### src/rtl/fact_pkg.sv
// Shared types and default sizing for the factorial request driver.
// Holds the sequencer state encoding and the timer-width helper.
package fact_pkg;

    localparam int NW_DEF           = 8;
    localparam int FW_DEF           = 32;
    localparam int FIFO_DEPTH_DEF   = 4;
    localparam int START_HOLD_DEF   = 2;
    localparam int ACK_TIMEOUT_DEF  = 16;
    localparam int CALC_TIMEOUT_DEF = 4096;

    typedef enum logic [2:0] {
        IDLE     = 3'd0,
        WAIT_RDY = 3'd1,
        START    = 3'd2,
        ACK      = 3'd3,
        CALC     = 3'd4,
        ERR      = 3'd5,
        RESP     = 3'd6
    } state_t;

    // One shared timer must reach the largest of the three limits minus one.
    function automatic int timer_bits(input int a, input int b, input int c);
        int m;
        m = a;
        m = (b > m) ? b : m;
        m = (c > m) ? c : m;
        return $clog2(m) + 1;
    endfunction

endpackage

### src/rtl/fact_req_fifo.sv
// Small synchronous operand buffer; occupancy tracked in a count register.
// Push is ignored when full, pop is ignored when empty.
module fact_req_fifo
    import fact_pkg::*;
#(
    parameter int DEPTH = FIFO_DEPTH_DEF,
    parameter int WIDTH = NW_DEF
) (
    input  logic             clk,
    input  logic             rst,
    input  logic             push,
    input  logic             pop,
    input  logic [WIDTH-1:0] din,
    output logic [WIDTH-1:0] dout,
    output logic             full,
    output logic             empty
);

    localparam int AW = (DEPTH > 1) ? $clog2(DEPTH) : 1;
    localparam int CW = $clog2(DEPTH) + 1;
    localparam logic [AW-1:0] PTR_LAST = AW'(DEPTH - 1);

    logic [WIDTH-1:0] mem_r [DEPTH];
    logic [AW-1:0]    wr_ptr_r;
    logic [AW-1:0]    rd_ptr_r;
    logic [CW-1:0]    count_r;
    logic             do_push_s;
    logic             do_pop_s;

    assign full      = (count_r == CW'(DEPTH));
    assign empty     = (count_r == {CW{1'b0}});
    assign do_push_s = push && !full;
    assign do_pop_s  = pop && !empty;
    assign dout      = mem_r[rd_ptr_r];

    // Storage, pointers and occupancy count.
    always_ff @(posedge clk or posedge rst) begin
        if (rst) begin
            wr_ptr_r <= {AW{1'b0}};
            rd_ptr_r <= {AW{1'b0}};
            count_r  <= {CW{1'b0}};
            for (int i = 0; i < DEPTH; i++) begin
                mem_r[i] <= {WIDTH{1'b0}};
            end
        end else begin
            if (do_push_s) begin
                mem_r[wr_ptr_r] <= din;
                wr_ptr_r <= (wr_ptr_r == PTR_LAST) ? {AW{1'b0}} : wr_ptr_r + {{(AW-1){1'b0}}, 1'b1};
            end
            if (do_pop_s) begin
                rd_ptr_r <= (rd_ptr_r == PTR_LAST) ? {AW{1'b0}} : rd_ptr_r + {{(AW-1){1'b0}}, 1'b1};
            end
            case ({do_push_s, do_pop_s})
                2'b10:   count_r <= count_r + {{(CW-1){1'b0}}, 1'b1};
                2'b01:   count_r <= count_r - {{(CW-1){1'b0}}, 1'b1};
                default: count_r <= count_r;
            endcase
        end
    end

endmodule

### src/rtl/fact_req_driver.sv
// Initiator for the factorial start/done handshake: buffers host operands,
// sequences each through the controller and returns result/error to the host.
module fact_req_driver
    import fact_pkg::*;
#(
    parameter int NW           = NW_DEF,
    parameter int FW           = FW_DEF,
    parameter int FIFO_DEPTH   = FIFO_DEPTH_DEF,
    parameter int START_HOLD   = START_HOLD_DEF,
    parameter int ACK_TIMEOUT  = ACK_TIMEOUT_DEF,
    parameter int CALC_TIMEOUT = CALC_TIMEOUT_DEF
) (
    input  logic          clk,
    input  logic          rst,
    input  logic          req_valid,
    output logic          req_ready,
    input  logic [NW-1:0] req_n,
    output logic          rsp_valid,
    input  logic          rsp_ready,
    output logic [FW-1:0] rsp_f,
    output logic          rsp_err,
    output logic          start,
    output logic [NW-1:0] n_out,
    input  logic          done,
    input  logic [FW-1:0] f_in,
    output logic          busy
);

    localparam int TW = timer_bits(START_HOLD, ACK_TIMEOUT, CALC_TIMEOUT);
    localparam logic [TW-1:0] T_ZERO    = {TW{1'b0}};
    localparam logic [TW-1:0] HOLD_LAST = TW'(START_HOLD - 1);
    localparam logic [TW-1:0] ACK_LAST  = TW'(ACK_TIMEOUT - 1);
    localparam logic [TW-1:0] CALC_LAST = TW'(CALC_TIMEOUT - 1);

    state_t        state_r, state_s;
    logic [TW-1:0] timer_r, timer_s;
    logic          start_r, start_s;
    logic [NW-1:0] n_out_r, n_out_s;
    logic          rsp_valid_r, rsp_valid_s;
    logic [FW-1:0] rsp_f_r, rsp_f_s;
    logic          rsp_err_r, rsp_err_s;
    logic          pop_s;
    logic          fifo_full_s;
    logic          fifo_empty_s;
    logic [NW-1:0] head_s;

    function automatic logic [TW-1:0] sat_inc(input logic [TW-1:0] t, input logic [TW-1:0] lim);
        return (t == lim) ? t : t + {{(TW-1){1'b0}}, 1'b1};
    endfunction

    fact_req_fifo #(.DEPTH(FIFO_DEPTH), .WIDTH(NW)) u_fifo (
        .clk   (clk),
        .rst   (rst),
        .push  (req_valid && !fifo_full_s),
        .pop   (pop_s),
        .din   (req_n),
        .dout  (head_s),
        .full  (fifo_full_s),
        .empty (fifo_empty_s)
    );

    assign req_ready = !fifo_full_s;
    assign start     = start_r;
    assign n_out     = n_out_r;
    assign rsp_valid = rsp_valid_r;
    assign rsp_f     = rsp_f_r;
    assign rsp_err   = rsp_err_r;
    assign busy      = (state_r != IDLE) || !fifo_empty_s;

    // Sequencer next-state, timer and output decode.
    always_comb begin
        state_s     = state_r;
        timer_s     = timer_r;
        start_s     = start_r;
        n_out_s     = n_out_r;
        rsp_valid_s = rsp_valid_r;
        rsp_f_s     = rsp_f_r;
        rsp_err_s   = rsp_err_r;
        pop_s       = 1'b0;
        case (state_r)
            IDLE: begin
                if (!fifo_empty_s && !rsp_valid_r) begin
                    pop_s   = 1'b1;
                    n_out_s = head_s;
                    timer_s = T_ZERO;
                    state_s = WAIT_RDY;
                end else begin
                    state_s = IDLE;
                end
            end
            WAIT_RDY: begin
                if (done) begin
                    start_s = 1'b1;
                    timer_s = T_ZERO;
                    state_s = START;
                end else if (timer_r == ACK_LAST) begin
                    state_s = ERR;
                end else begin
                    timer_s = sat_inc(timer_r, ACK_LAST);
                end
            end
            // done is deliberately not looked at while start is held.
            START: begin
                if (timer_r == HOLD_LAST) begin
                    start_s = 1'b0;
                    timer_s = T_ZERO;
                    state_s = ACK;
                end else begin
                    timer_s = sat_inc(timer_r, HOLD_LAST);
                end
            end
            ACK: begin
                if (!done) begin
                    timer_s = T_ZERO;
                    state_s = CALC;
                end else if (timer_r == ACK_LAST) begin
                    state_s = ERR;
                end else begin
                    timer_s = sat_inc(timer_r, ACK_LAST);
                end
            end
            CALC: begin
                if (done) begin
                    rsp_f_s     = f_in;
                    rsp_err_s   = 1'b0;
                    rsp_valid_s = 1'b1;
                    state_s     = RESP;
                end else if (timer_r == CALC_LAST) begin
                    state_s = ERR;
                end else begin
                    timer_s = sat_inc(timer_r, CALC_LAST);
                end
            end
            ERR: begin
                rsp_f_s     = {FW{1'b0}};
                rsp_err_s   = 1'b1;
                rsp_valid_s = 1'b1;
                state_s     = RESP;
            end
            RESP: begin
                if (rsp_ready) begin
                    rsp_valid_s = 1'b0;
                    state_s     = IDLE;
                end else begin
                    state_s = RESP;
                end
            end
            default: begin
                start_s     = 1'b0;
                rsp_valid_s = 1'b0;
                timer_s     = T_ZERO;
                state_s     = IDLE;
            end
        endcase
    end

    // State, timer and registered handshake outputs.
    always_ff @(posedge clk or posedge rst) begin
        if (rst) begin
            state_r     <= IDLE;
            timer_r     <= T_ZERO;
            start_r     <= 1'b0;
            n_out_r     <= {NW{1'b0}};
            rsp_valid_r <= 1'b0;
            rsp_f_r     <= {FW{1'b0}};
            rsp_err_r   <= 1'b0;
        end else begin
            state_r     <= state_s;
            timer_r     <= timer_s;
            start_r     <= start_s;
            n_out_r     <= n_out_s;
            rsp_valid_r <= rsp_valid_s;
            rsp_f_r     <= rsp_f_s;
            rsp_err_r   <= rsp_err_s;
        end
    end

endmodule

### config.mk
export PLATFORM = sky130hd
export DESIGN_NAME = fact_req_driver
export DESIGN_NICKNAME = d
export VERILOG_FILES = /design/src/rtl/fact_pkg.sv /design/src/rtl/fact_req_fifo.sv /design/src/rtl/fact_req_driver.sv
export SDC_FILE = /design/constraint.sdc
export NUM_CORES = 1
export LEC_CHECK = 0
export BUFFER_PORTS_ARGS = -buffer_cell sky130_fd_sc_hd__buf_2
export CORE_ASPECT_RATIO = 0.5
export CORE_MARGIN = 4
export CORE_UTILIZATION = 59
export DETAILED_ROUTE_END_ITERATION = 16
export PLACE_DENSITY = 0.86
export SLEW_MARGIN = 20
export SYNTH_ARGS = -nofsm -noshare
export SYNTH_HDL_FRONTEND = slang
export SYNTH_SLANG_ARGS = --single-unit
### constraint.sdc
create_clock -name clk -period 6.77 [get_ports clk]
set_input_delay 2.031 -clock clk [delete_from_list [all_inputs] [get_ports clk]]
set_output_delay 2.031 -clock clk [all_outputs]
set_load 0.02 [all_outputs]
==> flow_metrics.env <==
export IMPL_outcome="completed"
export IMPL_ctsHoldBuffers=0
export IMPL_cts_clk_slew_worst_paths_ps=60
export IMPL_timing_rr_start="state_r[1]"
export IMPL_fin_nets=519
export IMPL_clockRootBuffer="clkbuf_16"
export IMPL_cts_resized=0
export IMPL_synth_cells=383
export IMPL_reg2reg_to="u_fifo.count_r[2]"
export IMPL_first_pass_iters=5
export IMPL_vias=3315
export IMPL_synth_edf_count=0
export IMPL_antenna_found_initial=0
export IMPL_core_um2=7460
export IMPL_syn2layout_area_growth_pct=16.3
export IMPL_synthArstFlopShare=1.00
export IMPL_cp_max_fo=21
export IMPL_synthDistinctLibCells=55
export IMPL_fin_crit_sh=0.534
export IMPL_grt_usage=0.216
export IMPL_layout_min_cycle_time_ps=3610
export IMPL_place_congestion=0.823
export IMPL_postPlaceCellArea_um2=5090
export IMPL_clock_sink_count=98
export IMPL_r2r_cells=9
export IMPL_grt_start_max_net_pins=51
export IMPL_peakVddDrop_mv=0.285
export IMPL_fp_row_count=22
export IMPL_ant_nets=0
export IMPL_io_pins=90
export IMPL_grt_ovfl_total=0
export IMPL_synth_seq_area_share=0.533
export IMPL_cts_tree="yes"
export IMPL_clock_fmax_ghz=0.277
export IMPL_clk_path_buf_depth=2
export IMPL_synth_seq_cells=98
export IMPL_drv_cap=0
export IMPL_die_x_um=133
export IMPL_hold_path_class="flop to flop"
export IMPL_tightest_slew_ps=993
export IMPL_synth_adder_area_share=0.0283
export IMPL_fin_setup_tns_ps=0
export IMPL_setup_viol=0
export IMPL_diodes=0
export IMPL_mappedNetlistNets=437
export IMPL_synth_compound_area_frac=0.134
export IMPL_muxShareOfSynthArea=0.148
export IMPL_drc=0
export IMPL_fin_area_um2=5350
export IMPL_totalWireLength_um=9770
export IMPL_p_per_area_nw_per_um2=486
export IMPL_htreeDepth=3
export IMPL_synth_xor_area_share=0.00761
export IMPL_grt_pass1_vias=3331
export IMPL_worstHoldStart="rsp_err"
export IMPL_utilization=0.718
export IMPL_dp_hpwl_um=6530
export IMPL_hold_violations=0
export IMPL_maxSlewHeadroom=0.335
export IMPL_cts_setup_buffers=0
export IMPL_port_buffers=89
export IMPL_numCtsBuffers=9
export IMPL_die_h_um=70.5
export IMPL_arrival_ps=1580
export IMPL_vias_per_cell=5.74
export IMPL_crit_type="flop to output port"
export IMPL_layout_drive_gt1_share=0.362
export IMPL_r2r_setup_slack_ps=3590
export IMPL_wl_per_cell_um=16.9
export IMPL_synth_top_family_by_area="multiplexers"
export IMPL_start_util=0.617
export IMPL_syn_area_per_cell_um2=12.0
export IMPL_grt_pass1_wl_um=16200
export IMPL_ys_warn_count=0
export IMPL_end_kind="output port"
export IMPL_clkLatencyLatePin_ps=330
export IMPL_power_leakage_nw=2.51
export IMPL_dr_first_iter_drc_count=218
export IMPL_syn_area_um2=4600
export IMPL_dieArea_um2=9370
export IMPL_holdPathEnd="rsp_err"
export IMPL_critPathRequiredTime_ps=4740
export IMPL_yosys_area_share_simple=0.110
export IMPL_ys_flop_type="dfrtp_1"
export IMPL_fin_skew_ps=5.84
export IMPL_rsz0062_at_grt="false"
export IMPL_startpoint_type="flop"
export IMPL_slew_violations=0
export IMPL_hold_depth=1
-- final cells by class --
type	count	area, um2
clock buffer	12	236
clock inverter	4	27.5
fill	517	2110
inverter	17	66.3
multi-input combinational	248	1980
sequential	98	2450
tap	108	135
timing repair buffer	91	460
-- flip-flops by register name, summed over array words and instances (netlist names) --
register and cells:
state_r 3, start 1, u_fifo.wr_ptr_r 2, n_out 8, u_fifo.count_r 3, u_fifo.rd_ptr_r 2, rsp_f 32, u_fifo.mem_r 32
timer_r 13, rsp_valid 1, rsp_err 1
-- worst max path at each step --
stage                            from        end  slack, ps  cells past startpoint
floorplan                         rst   n_out[0]       2180                      1
global placement                 done   rsp_f[7]       2900                      5
detailed placement               done  rsp_f[14]       2810                      5
CTS                              done   rsp_f[3]       3170                      5
global route        u_fifo.count_r[2]       busy       3090                      3
finish                     state_r[1]       busy       3160                      3
-- cells in the mapped netlist, drive strengths merged, types with 2 or more instances --
cell | number | area (um2)
nor2 | 13 | 51.3
nand4 | 8 | 56.3
clkbuf | 11 | 62.6
o22ai | 5 | 31.3
buf | 9 | 56.3
a31oi | 5 | 46.3
a22o | 25 | 219
a21oi | 17 | 85.1
a21o | 3 | 22.5
mux2i | 3 | 30.0
nand3 | 9 | 45.0
o221ai | 2 | 41.3
mux4 | 8 | 180
o211ai | 3 | 22.5
nor4 | 2 | 12.5
or2 | 2 | 12.5
nor3 | 10 | 50.1
inv | 17 | 63.8
nand2 | 35 | 131
nand3b | 2 | 18.8
xnor2 | 2 | 17.5
o21ai | 17 | 85.1
ha | 8 | 100
and2 | 2 | 12.5
mux2 | 42 | 473
dfrtp | 98 | 2450
or3 | 2 | 12.5
and3 | 5 | 32.5
nor2b | 3 | 18.8
xor2 | 2 | 17.5
-- metrics by stage --
stage	hold slack, ps	std cells	power [W]	setup WS, ps
2_1_floorplan	460	383	0.00186	2180
3_5_place_dp	479	562	0.00213	2810
5_1_grt	507	578	0.00277	3090
3_3_place_gp	469	562	0.00208	2900
4_1_cts	493	578	0.00262	3170
6_report	486	578	0.00260	3160
-- layout by cell type, fill, tap and decap left out, drive strengths merged, types with 5 or more instances in the layout --
| cell type | count |
|---|---|
| o22ai | 5 |
| dfrtp | 98 |
| nor2 | 13 |
| mux4 | 8 |
| a22o | 25 |
| a21oi | 17 |
| nand4 | 8 |
| o21ai | 17 |
| nand3 | 9 |
| clkbuf | 12 |
| nor3 | 10 |
| buf | 91 |
| and3 | 5 |
| a31oi | 5 |
| mux2 | 42 |
| nand2 | 35 |
| ha | 8 |
| inv | 18 |
-- report_power, final --
group | switching, W | internal [W] | total, W | leakage, nW
Clock | 0.000211 | 0.000250 | 0.000461 | 0.131
Combinational | 0.000575 | 0.000508 | 0.00108 | 1.15
Sequential | 0.000215 | 0.000843 | 0.00106 | 1.24
Total | 0.00100 | 0.00160 | 0.00260 | 2.51
-- critical path, cell delays in order, from the launching register on --
cell	delay, ps
dfrtp_1	620
nor2_2	320
nand3_1	120
buf_2	180
-- metal layers --
metal | vias to the layer above | wire [um] | GRT usage
li1 | 1570 | - | -
met3 | 20 | 470 | 0.0597
met1 | 1633 | 4290 | 0.288
met4 | 0 | 204 | 0.0553
met2 | 92 | 4810 | 0.354
met5 | - | 0 | 0
-- kinds of logic after synthesis --
| kind of cell | after synthesis |
|---|---|
| AOI/OAI and AO/OA | 83 |
| xor gates and xnor gates | 4 |
| adders and majority gates | 10 |
| buffers and inverters | 37 |
| DFF | 98 |
| muxes | 53 |
| and+or+nand+nor | 98 |
No activity file was read; power rests on OpenSTA's default activity.
